$ cat config.mk
export PLATFORM = sky130hd
export DESIGN_NAME = credential_sender
export DESIGN_NICKNAME = d
export VERILOG_FILES = /design/src/rtl/credential_sender.sv
export SDC_FILE = /design/constraint.sdc
export NUM_CORES = 1
export LEC_CHECK = 0
export CORE_MARGIN = 2
export CORE_UTILIZATION = 38
export DETAILED_ROUTE_END_ITERATION = 10
export PLACE_DENSITY = 0.65
export SLEW_MARGIN = 0
export SYNTH_ARGS = -nofsm -noshare
export SYNTH_HDL_FRONTEND = slang
export SYNTH_SLANG_ARGS = --single-unit
$ cat constraint.sdc
create_clock -name clk -period 2.2 [get_ports clk]
set_input_delay 0.44 -clock clk [delete_from_list [all_inputs] [get_ports clk]]
set_output_delay 0.44 -clock clk [all_outputs]
set_load 0.1 [all_outputs]
$ cat src/rtl/credential_sender.sv
// Streams a captured player ID and password to the login checker one nibble per
// Enter strobe, then tracks the session until logout or loss of Loggedin.
module credential_sender #(
  parameter int ID_NIBBLES   = 4,
  parameter int PSWD_NIBBLES = 6,
  parameter int GAP_CYCLES   = 2,
  parameter int TIMEOUT      = 64
) (
  input  logic                      clk,
  input  logic                      rst,
  input  logic                      start,
  input  logic                      logout_req,
  input  logic [4*ID_NIBBLES-1:0]   id_word,
  input  logic [4*PSWD_NIBBLES-1:0] pswd_word,
  input  logic                      IDmatched,
  input  logic                      Loggedin,
  output logic [3:0]                PlayerID_PSWD,
  output logic                      ID_PSWD_Enter,
  output logic                      Logout,
  output logic                      busy,
  output logic                      done,
  output logic                      fail,
  output logic [1:0]                fail_code,
  output logic                      session_active
);

  localparam int IDW  = 4 * ID_NIBBLES;
  localparam int PWW  = 4 * PSWD_NIBBLES;
  localparam int MAXN = (ID_NIBBLES > PSWD_NIBBLES) ? ID_NIBBLES : PSWD_NIBBLES;
  localparam int NW   = (MAXN > 1) ? $clog2(MAXN) : 1;
  localparam int GW   = $clog2(GAP_CYCLES + 1);
  localparam int CW   = $clog2(TIMEOUT + 1);

  localparam logic [NW-1:0] ID_LAST  = NW'(ID_NIBBLES - 1);
  localparam logic [NW-1:0] PW_LAST  = NW'(PSWD_NIBBLES - 1);
  localparam logic [GW-1:0] GAP_LAST = GW'(GAP_CYCLES);
  localparam logic [CW-1:0] TMO      = CW'(TIMEOUT);

  typedef enum logic [2:0] {
    IDLE,
    SEND_ID,
    WAIT_ID,
    SEND_PSWD,
    WAIT_LOGIN,
    ACTIVE,
    LOGOUT_WAIT
  } state_t;

  state_t          state_q, state_d;
  logic [IDW-1:0]  id_sr_q, id_sr_d;
  logic [PWW-1:0]  pw_sr_q, pw_sr_d;
  logic [NW-1:0]   nib_q, nib_d;
  logic [GW-1:0]   gap_q, gap_d;
  logic [CW-1:0]   wait_q, wait_d;
  logic [1:0]      code_q, code_d;

  always_ff @(posedge clk or posedge rst) begin
    if (rst) begin
      state_q <= IDLE;
      id_sr_q <= '0;
      pw_sr_q <= '0;
      nib_q   <= '0;
      gap_q   <= '0;
      wait_q  <= '0;
      code_q  <= '0;
    end else begin
      state_q <= state_d;
      id_sr_q <= id_sr_d;
      pw_sr_q <= pw_sr_d;
      nib_q   <= nib_d;
      gap_q   <= gap_d;
      wait_q  <= wait_d;
      code_q  <= code_d;
    end
  end

  // Strobes are decoded from the current state so a reset clears them immediately.
  always_comb begin
    state_d       = state_q;
    id_sr_d       = id_sr_q;
    pw_sr_d       = pw_sr_q;
    nib_d         = nib_q;
    gap_d         = gap_q;
    wait_d        = wait_q;
    code_d        = code_q;
    PlayerID_PSWD = '0;
    ID_PSWD_Enter = 1'b0;
    Logout        = 1'b0;
    done          = 1'b0;
    fail          = 1'b0;

    case (state_q)
      IDLE: begin
        if (start) begin
          id_sr_d = id_word;
          pw_sr_d = pswd_word;
          nib_d   = '0;
          gap_d   = '0;
          state_d = SEND_ID;
        end
      end

      SEND_ID: begin
        PlayerID_PSWD = id_sr_q[IDW-1 -: 4];
        ID_PSWD_Enter = (gap_q == '0);
        if (gap_q == GAP_LAST) begin
          gap_d   = '0;
          id_sr_d = id_sr_q << 4;
          if (nib_q == ID_LAST) begin
            nib_d   = '0;
            wait_d  = '0;
            state_d = WAIT_ID;
          end else begin
            nib_d = nib_q + 1'b1;
          end
        end else begin
          gap_d = gap_q + 1'b1;
        end
      end

      WAIT_ID: begin
        if (IDmatched && (wait_q != TMO)) begin
          nib_d   = '0;
          gap_d   = '0;
          state_d = SEND_PSWD;
        end else if (wait_q == TMO) begin
          fail    = 1'b1;
          code_d  = 2'b01;
          state_d = IDLE;
        end else begin
          wait_d = wait_q + 1'b1;
        end
      end

      SEND_PSWD: begin
        PlayerID_PSWD = pw_sr_q[PWW-1 -: 4];
        ID_PSWD_Enter = (gap_q == '0);
        if (gap_q == GAP_LAST) begin
          gap_d   = '0;
          pw_sr_d = pw_sr_q << 4;
          if (nib_q == PW_LAST) begin
            nib_d   = '0;
            wait_d  = '0;
            state_d = WAIT_LOGIN;
          end else begin
            nib_d = nib_q + 1'b1;
          end
        end else begin
          gap_d = gap_q + 1'b1;
        end
      end

      WAIT_LOGIN: begin
        if (Loggedin && (wait_q != TMO)) begin
          done    = 1'b1;
          state_d = ACTIVE;
        end else if (wait_q == TMO) begin
          fail    = 1'b1;
          code_d  = 2'b10;
          state_d = IDLE;
        end else begin
          wait_d = wait_q + 1'b1;
        end
      end

      // A dropped Loggedin takes priority over a simultaneous logout request.
      ACTIVE: begin
        if (!Loggedin) begin
          state_d = IDLE;
        end else if (logout_req) begin
          Logout  = 1'b1;
          wait_d  = '0;
          state_d = LOGOUT_WAIT;
        end
      end

      LOGOUT_WAIT: begin
        if (!Loggedin && (wait_q != TMO)) begin
          state_d = IDLE;
        end else if (wait_q == TMO) begin
          fail    = 1'b1;
          code_d  = 2'b11;
          state_d = IDLE;
        end else begin
          wait_d = wait_q + 1'b1;
        end
      end

      default: begin
        state_d = IDLE;
      end
    endcase
  end

  // The new code is visible alongside its fail pulse, then held by code_q.
  assign fail_code      = code_d;
  assign busy           = (state_q != IDLE) && (state_q != ACTIVE);
  assign session_active = (state_q == ACTIVE);

endmodule

== After elaboration in Yosys (flattened, before gate mapping) ==
Cells that the tools add are included.
Cells by class
  eq/ne operators: 24
  $add $sub $neg: 3
  shifts and indexed selects: 0
  div/mod/pow operators: 0
  $mul: 0
  muxes and demuxes: 59
  reductions and logical operators: 20
  magnitude comparators: 0
  bitwise operators: 0
Operators with widths (count)
  two-way mux 7 bit: 10
  two-way mux 3 bit: 17
  two-way mux 24 bit: 2
  case mux 24 bit (2 select lines): 1
  case mux 7 bit (6 select lines): 1
  two-way mux 16 bit: 2
  case mux 16 bit (2 select lines): 1
  inequality test 2 bit (second input constant): 11
  case mux 3 bit (7 select lines): 1
  two-way mux 2 bit: 9
  equality test 3 bit (second input constant): 4
  case mux 2 bit (3 select lines): 2
  case mux 3 bit (4 select lines): 1
  two-way mux 1 bit: 10
  AND reduction 10 bit: 1
  equality test 3 x 2 -> 1 bit (second input constant): 3
  AND reduction 3 bit: 3
  case mux 4 bit (2 select lines): 1
  adder 7 x 1 -> 7 bit (second input constant): 1
  equality test 7 bit (second input constant): 1
  inequality test 7 bit (second input constant): 1
  inequality test 3 bit (second input constant): 2
  AND reduction 6 bit: 1
  nonzero test 3 bit: 2
  14 further kinds: 18
Word-level totals
  logic and storage cells: 113
  ROM bits: 0
  bits in writable memories: 0
  output and inout bits: 12
  register bits: 57
  latch bits: 0
  input port bits: 46
  memories: 0

== Longest topological paths before layout ==
Gate-level depths: netlist of the first run.
  depth after elaboration: 4
  gate-level depth with buffers: 8
  depth with buffers taken out: 7

== Least setup slack after synthesis of the first run ==
Ideal clock, no wire load.
  path kind: register -> register
  from: reg wait_q[2]
  to: reg wait_q[2]
  arrival time: 3.889 ns
  stages on the path, launching flop included: 8
  path slack: -1.827 ns
  clock period less this slack: 4.027 ns
  path buffers: 2
  setup time: 0.138 ns
  path through: dfrtp_1 > or4_1 > buf_2 > nor3_1 > a311o_1 > or3_1 > buf_2 > o21ai_0
On the way
  word-level cells in the longest chain between the ends: 4
  elaborated cells on any way between the ends: 15
  classes of those cells: add/sub: 1; eq/ne: 5; mux: 5; reduce/logical: 4
RTL lines
  start: declaration: RTL line 54  | logic [CW-1:0] wait_q, wait_d;
  start signal: assignment: RTL line 72  | wait_q <= wait_d;
  adder 7 x 1 -> 7 bit, or another cell as far along: RTL line 131, 162, 185
  two-way mux 7 bit, or another cell as far along: RTL line 126, 157, 180
  two-way mux 7 bit, or another cell as far along: RTL line 178  | if (!Loggedin && (wait_q != TMO)) begin
  case mux 7 bit (6 select lines) / AND reduction 10 bit (equally long branches)
Several ways; a longest one is shown, not always the timed one. The select of a mux whose other input is x is not followed.
A chain may end at the register's enable or synchronous reset.

== Final worst setup path of the first run ==
  from: reg wait_q[5]
  to: out fail_code[1]
On the way
  word-level cells in the longest chain between the ends: 4
  elaborated cells on any way between the ends: 12
  classes of those cells: eq/ne: 2; mux: 7; reduce/logical: 3
RTL lines
  equality test 7 bit / inequality test 7 bit (equally long branches)
  two-way mux 2 bit, or another cell as far along: RTL line 180  | end else if (wait_q == TMO) begin
  two-way mux 2 bit, on equally long branches: RTL line 178, 122, 154
  case mux 2 bit (3 select lines) *: RTL line 92  | case (state_q)
  end: declaration: RTL line 23  | output logic [1:0] fail_code,
Every way passes the cells marked *; elsewhere a longest branch is shown, timed or not.

==> results.tsv, run 1 <==
stage	metric	value	unit
setup_path	R2R setup slack	-0.23	ns
sta	RSZ-0062 raised after global routing	yes	
drt	Post-DRT Antenna Nets	0	
drt	top layer reached by signal wires	met4	
floorplanning	core area	7690	sq um
pwr	register share of total power	30.4	%
cts	CTS tree	built	
sta	measured slew at the worst slew-check pin	0.408	ns
placed_design	placed insts	499	
cells_and_area	area of the multi-input gates	1720	sq um
drt	first-pass iteration count of the detailed router	4	
cts	CTS Buf Count	9	
pwr	Switching Fraction	43.8	%
sta	Worst slew margin	72.7	%
placed_design	Port Buffer Count	57	
drt	DR iter-0 viols	160	
pwr	Net Switching	2.54	mW
drt	final WL	7390	um
floorplanning	site row count	32	
setup_path	CP Max Fanout	3	
sta	fin. max-slew vios	0	
sta	fmax	380	MHz
cts	clk slew on worst S/H paths	0.07	ns
cells_and_area	share of post-route cells with drive strength above 1	26.5	%
floorplanning	IO Count	58	
setup_path	Critical Path AT	2.19	ns
yosys	Post-synth ARST share	100	%
global_route	first-pass GRT wire length	12000	um
cts	Clock Path Buffers	2	
floorplanning	Die Span Y	93.0	um
placed_design	GP Congestion	0.797	
pwr	pwr/cell area	1280	nW/um^2
floorplanning	initial core utilization	39.1	%
sta	final worst setup slack	-0.434	ns
setup_path	critical path, cell by cell	or4_4 > or2_1 > or3_4 > nand2_4 > nand2_8 > buf_12	
yosys	Mapped Avg Cell Area	9.28	sq um
pwr	clock power share	14.8	%
cells_and_area	Final nets	468	
yosys	Syn Inst Count	324	
yosys	post-synth top area share	47.4	%
yosys	number of flops mapped to enable cells by yosys	0	
cells_and_area	Area Overhead vs Synth	51.3	%
outcome	failing checks	setup timing	
pwr	Lkg Pwr	2.04	nW
cts	H-tree depth	3	
setup_path	CP max stage delay	0.54	ns
yosys	#FFs+latches synth	57	
cts	clk_lat worst skew	0.33	ns
pwr	Comb pwr share	54.8	%
global_route	largest net degree at the start of global routing	49	
yosys	post-synth cell types	36	
pwr	Peak supply drop	0.566	mV
yosys	Synth Flop Type	dfrtp_1	
sta	final count of negative-setup-slack endpoints	15	
drt	metal2 WL	3680	um
drt	vias per inst	5.21	
yosys	Post-Syn Area	3010	sq um
sta	clock period minus worst slack	2.63	ns
placed_design	detailed placement HPWL	5190	um
sta	Setup Skew	0.0122	ns
yosys	largest cells by area after synthesis	dfrtp_1 47%, mux2i_1 12%, nor2_1 5.9%	
setup_path	crit end category	output pin	
setup_path	Critical Path Start Type	flip-flop	
global_route	initial antenna violation count	0	
cells_and_area	ANT cells	0	
setup_path	Crit path max-delay family	simple AND/OR/NAND/NOR gates	
yosys	Syn Nets	377	
cells_and_area	Seq. cell area	1430	sq um
cts	clk root buf	clkbuf_8	
yosys	sequential share of the synthesized area	47.4	%
placed_design	Setup WS pre-CTS	-0.140	ns
floorplanning	die width	93.0	um
sta	Final Cycle Share	120	%
pwr	Internal	3.26	mW
drt	DR vias	2716	
worst_hold_path	worst min-delay path category	in2async	
yosys	Synth warnings	0	
setup_path	Setup Crit Path Kind	reg2out	
global_route	Global Route Usage Sum	17.6	%
setup_path	highest-delay cell along the critical path	or4_4	
global_route	grt ovf	0	
drt	WL/cell	14.2	um
yosys	leading area contributor after synthesis	dfrtp_1	
sta	Hold Vio Cnt, Final	0	
outcome	status	finished, violations left	
floorplanning	die footprint	8640	sq um
cts	# clock sinks	57	
drt	met1 wire length	3190	um
cells_and_area	FILL cells	708	
drt	Met3 Routed Length	346	um
cells_and_area	Finished Layout Cells	521	
drt	DRC viols	0	
setup_path	Required @ worst endpoint	1.76	ns
setup_path	worst path bufs/invs	1	
run	Max Cap Viol	0	
global_route	vias in the first global route	2658	
metrics by stage:
stage	total power [mW]	TNS (ns)	cell area [sq um]	hold WS, ns	utilization, %
2_1_floorplan	3.88	-3.75	3130	0.449	-
3_3_place_gp	4.79	-0.519	4160	0.462	54.1
3_5_place_dp	4.86	-0.794	4160	0.470	54.1
4_1_cts	5.78	-1.01	4460	0.406	58.0
5_1_grt	6.20	-3.41	4550	0.421	59.2
6_report	5.80	-2.09	4550	0.403	59.2
cells in the final DEF, fill, tap and decap left out, drive strengths merged, types with 2 or more instances in the layout:
cell and count:
a31oi 2, nand2b 5, or3 3, and3 3
mux2i 35, nor2b 4, nor2 47, buf 53
ha 7, a22o 4, o41ai 5, nor3 6
a21oi 29, o21ai 24, clkinv 2, clkbuf 10
o31ai 5, nand3 11, dfrtp 57, clkinvlp 3
inv 15, o22ai 2, mux2 5, nand2 25
clkdlybuf4s50 45
sequential cells by signal (all words and copies together), names as in the netlist:
name and count:
pw_sr_q 24, id_sr_q 16, wait_q 7, nib_q 3, state_q 3, code_q 2
gap_q 2
cell families (layout without fill, tap and decap cells):
| kind of cell | Yosys count | after routing | share of synthesized area, % |
|---|---|---|---|
| simple gates | 106 | 106 | 15.4 |
| mux | 40 | 40 | 13.5 |
| flops | 57 | 57 | 47.4 |
| fa+ha+maj | 7 | 7 | 2.91 |
| compound gates | 81 | 81 | 16.5 |
| buf+inv | 33 | 128 | 4.20 |
cell usage after synthesis (4+ instances only):
cell type	number
nand2b_1	5
nand2_1	25
mux2_2	5
clkbuf_1	15
a22o_1	4
o21ai_0	23
nor2_1	47
inv_1	15
nand3_1	11
dfrtp_1	57
nor2b_1	4
nor3_1	6
a21oi_1	29
mux2i_1	35
ha_1	7
o31ai_1	5
o41ai_1	5
layer usage:
| metal | up-vias | GRT usage, % |
|---|---|---|
| li1 | 1324 | - |
| met1 | 1294 | 22.7 |
| met2 | 84 | 28.2 |
| met3 | 14 | 4.88 |
| met4 | 0 | 6.74 |
| met5 | - | 0 |
worst register-to-register path, delay by kind of cell (launching register included):
family / cells / cell delay (ns)
AOI/OAI and AO/OA: 2 / 0.49
DFF: 1 / 0.38
and+or+nand+nor: 3 / 1.02
buffers and inverters: 3 / 0.42
cell type report:
class | instances | area share [%]
multi-input cells | 234 | 37.9
flip-flops and latches | 57 | 31.4
repair buffers | 98 | 22.8
clock buffers | 10 | 3.03
well taps | 102 | 2.81
inverters | 15 | 1.29
clock inverters | 5 | 0.715
path summary, 6_finish.rpt:
kind	from	cells after the start	endpoint
worst min register to register	id_sr_q[6]$_DFFE_PP0P_	2	id_sr_q[6]$_DFFE_PP0P_
worst min-delay path	rst	2	pw_sr_q[2]$_DFFE_PP0P_
worst max-delay path	wait_q[5]$_DFFE_PP0P_	6	fail_code[1]
min in group clk	id_sr_q[6]$_DFFE_PP0P_	2	id_sr_q[6]$_DFFE_PP0P_
max in group asynchronous	rst	3	gap_q[0]$_DFFE_PP0P_
worst max register to register	wait_q[5]$_DFFE_PP0P_	8	wait_q[3]$_DFFE_PP0P_
power groups by stage:
| stage | Sequential [mW] | Clock, mW | Combinational [mW] |
|---|---|---|---|
| 2_1_floorplan | 1.68 | 0 | 2.20 |
| 3_3_place_gp | 1.75 | 0 | 3.04 |
| 3_5_place_dp | 1.77 | 0 | 3.09 |
| 4_1_cts | 1.76 | 0.874 | 3.15 |
| 5_1_grt | 1.82 | 0.923 | 3.45 |
| 6_report | 1.76 | 0.860 | 3.18 |
timing repair:
action                     in CTS  in global routing
pin swaps                       1                  8
hold buffers                    0                  0
buffers inserted                5                  2
resized for setup              19                 15
setup endpoints to repair      15                 20
Power figures use the tool's default switching activity.
==> run 2: changes to the inputs <==
--- a/config.mk
+++ b/config.mk
@@ -9,6 +9,7 @@
 export CORE_UTILIZATION = 38
 export DETAILED_ROUTE_END_ITERATION = 10
 export PLACE_DENSITY = 0.65
+export SKIP_CTS_REPAIR_TIMING = 1
 export SLEW_MARGIN = 0
 export SYNTH_ARGS = -nofsm -noshare
 export SYNTH_HDL_FRONTEND = slang
==> results.tsv, run 2 (same netlist as run 1, synthesis figures left out) <==
stage	metric	value	unit	change
pwr	register share of total power	30.9	%	was 30.4%
setup_path	Setup Crit Path Kind	reg2out		unchanged
drt	final WL	7000	um	was 7390 um
setup_path	Critical Path AT	2.19	ns	about the same
drt	DR iter-0 viols	176		was 160
cells_and_area	ANT cells	0		unchanged
drt	Post-DRT Antenna Nets	0		unchanged
setup_path	reg2reg start	wait_q[5]$_DFFE_PP0P_		unchanged
cts	clk slew on worst S/H paths	0.07	ns	about the same
setup_path	critical path, cell by cell	or4_4 > or2_1 > or3_4 > nand2_4 > nand2_8 > buf_12		unchanged
pwr	clock power share	15.0	%	was 14.8%
cells_and_area	area of the multi-input gates	1600	sq um	was 1720 sq um
cts	CTS Buf Count	9		unchanged
setup_path	Critical Path Start Type	flip-flop		unchanged
pwr	pwr/cell area	1310	nW/um^2	was 1280 nW/um^2
setup_path	worst path bufs/invs	1		unchanged
drt	DRC viols	0		unchanged
setup_path	CP max stage delay	0.55	ns	was 0.54 ns
pwr	Comb pwr share	54.1	%	was 54.8%
sta	measured slew at the worst slew-check pin	0.408	ns	about the same
cells_and_area	utilization after layout	56.6	%	was 59.2%
sta	final count of negative-setup-slack endpoints	10		was 15
global_route	first-pass GRT wire length	11700	um	was 12000 um
cts	CTS tree	built		unchanged
setup_path	Required @ worst endpoint	1.76	ns	about the same
setup_path	reg2reg path depth	5		was 8
floorplanning	initial core utilization	39.1	%	unchanged
pwr	Net Switching	2.48	mW	was 2.54 mW
setup_path	Setup crit start	wait_q[5]$_DFFE_PP0P_		unchanged
worst_hold_path	worst min-delay path category	in2async		unchanged
cells_and_area	Final nets	461		was 468
setup_path	highest-delay cell along the critical path	or4_4		unchanged
sta	fin. max-slew vios	0		unchanged
global_route	initial antenna violation count	0		unchanged
drt	vias per inst	5.14		was 5.21
cells_and_area	FILL cells	730		was 708
cts	clk_lat worst skew	0.33	ns	about the same
floorplanning	site row count	32		unchanged
global_route	largest net degree at the start of global routing	49		unchanged
pwr	Lkg Pwr	1.97	nW	was 2.04 nW
cells_and_area	Most flops, register	pw_sr_q		unchanged
cts	clk root buf	clkbuf_8		unchanged
pwr	Peak supply drop	0.555	mV	was 0.566 mV
sta	Setup Skew	0.0105	ns	was 0.0122 ns
drt	DR vias	2644		was 2716
sta	clock period minus worst slack	2.63	ns	about the same
drt	met1 wire length	3000	um	was 3190 um
drt	WL/cell	13.6	um	was 14.2 um
floorplanning	IO Count	58		unchanged
cts	Clock Path Buffers	2		unchanged
sta	fmax	380	MHz	about the same
sta	TNS Setup	-1.23	ns	was -2.09 ns
sta	Hold Vio Cnt, Final	0		unchanged
setup_path	CP Max Fanout	4		was 3
placed_design	area post-placement	4160	sq um	unchanged
pwr	Switching Fraction	43.5	%	was 43.8%
sta	RSZ-0062 raised after global routing	yes		unchanged
setup_path	cell depth of the worst setup path	6		unchanged
run	Max Cap Viol	0		unchanged
cells_and_area	max reg flops	24		unchanged
floorplanning	core area	7690	sq um	unchanged
cells_and_area	Area Overhead vs Synth	44.8	%	was 51.3%
cells_and_area	commonest cells after routing, fill and taps aside	55 x dfrtp_1, 45 x clkdlybuf4s50_1, 41 x nor2_1		unchanged
cts	H-tree depth	3		unchanged
placed_design	GP Congestion	0.797		unchanged
global_route	grt ovf	0		unchanged
drt	Met3 Routed Length	346	um	unchanged
global_route	Global Route Usage Sum	17.2	%	was 17.6%
setup_path	Crit path max-delay family	simple AND/OR/NAND/NOR gates		unchanged
global_route	vias in the first global route	2585		was 2658
cells_and_area	Top Registers	pw_sr_q (24), id_sr_q (16), wait_q (7)		unchanged
setup_path	reg-to-reg critical path endpoint	wait_q[5]$_DFFE_PP0P_		was wait_q[3]$_DFFE_PP0P_
outcome	failing checks	setup timing		unchanged
drt	first-pass iteration count of the detailed router	4		unchanged
setup_path	CP endpoint	fail_code[1]		unchanged
sta	Final Cycle Share	120	%	about the same
floorplanning	die footprint	8640	sq um	unchanged
setup_path	R2R setup slack	-0.08	ns	was -0.23 ns
outcome	status	finished, violations left		unchanged
drt	top layer reached by signal wires	met4		unchanged
cells_and_area	Seq. cell area	1430	sq um	unchanged
cells_and_area	share of post-route cells with drive strength above 1	21.8	%	was 26.5%
drt	metal2 WL	3530	um	was 3680 um
placed_design	detailed placement HPWL	5190	um	unchanged
setup_path	crit end category	output pin		unchanged
pwr	Internal	3.22	mW	was 3.26 mW
cells_and_area	commonest non-fill, non-tap cell in the layout	dfrtp_1		unchanged
sta	Worst slew margin	72.7	%	about the same
cells_and_area	post-route cell area	4350	sq um	was 4550 sq um
sta	final worst setup slack	-0.434	ns	about the same
cts	# clock sinks	57		unchanged
floorplanning	Die Span Y	93.0	um	unchanged
floorplanning	die width	93.0	um	unchanged
placed_design	Port Buffer Count	57		unchanged
## run 2: per-stage QoR
stage	std cells	hold slack, ns	total power, mW	setup slack, ns
after floorplan	324	0.449	3.88	-0.442
after global placement	499	0.462	4.79	-0.100
after detailed placement	499	0.470	4.86	-0.140
after CTS	514	0.406	5.73	-0.493
after global routing	514	0.421	6.10	-0.499
final	514	0.403	5.69	-0.434
## run 2: power by group through the flow
stage	Sequential (mW)	Combinational [mW]	Clock, mW
after global routing	1.82	3.35	0.919
after detailed placement	1.77	3.09	0
final	1.76	3.08	0.855
after CTS	1.75	3.10	0.874
after global placement	1.75	3.04	0
after floorplan	1.68	2.20	0
## run 2: worst min-delay path by stage
stage / start / to
floorplan: id_sr_q[12]$_DFFE_PP0P_ / id_sr_q[12]$_DFFE_PP0P_
global placement: id_sr_q[7]$_DFFE_PP0P_ / id_sr_q[7]$_DFFE_PP0P_
detailed placement: id_sr_q[6]$_DFFE_PP0P_ / id_sr_q[6]$_DFFE_PP0P_
CTS: rst / pw_sr_q[2]$_DFFE_PP0P_
global route: rst / pw_sr_q[0]$_DFFE_PP0P_
finish: rst / pw_sr_q[2]$_DFFE_PP0P_
## run 2: metal layers
metal | GRT usage [%] | vias to the layer above
met5 | 0 | -
met4 | 6.00 | 0
met3 | 4.88 | 10
met2 | 27.8 | 84
met1 | 22.1 | 1245
li1 | - | 1305
## run 2: area by class of cell
type	instances	area share, %
multi-input cells	234	36.7
flip-flops and latches	57	32.8
repair buffers	91	22.3
clock buffers	10	3.16
well taps	102	2.93
inverters	15	1.29
clock inverters	5	0.747
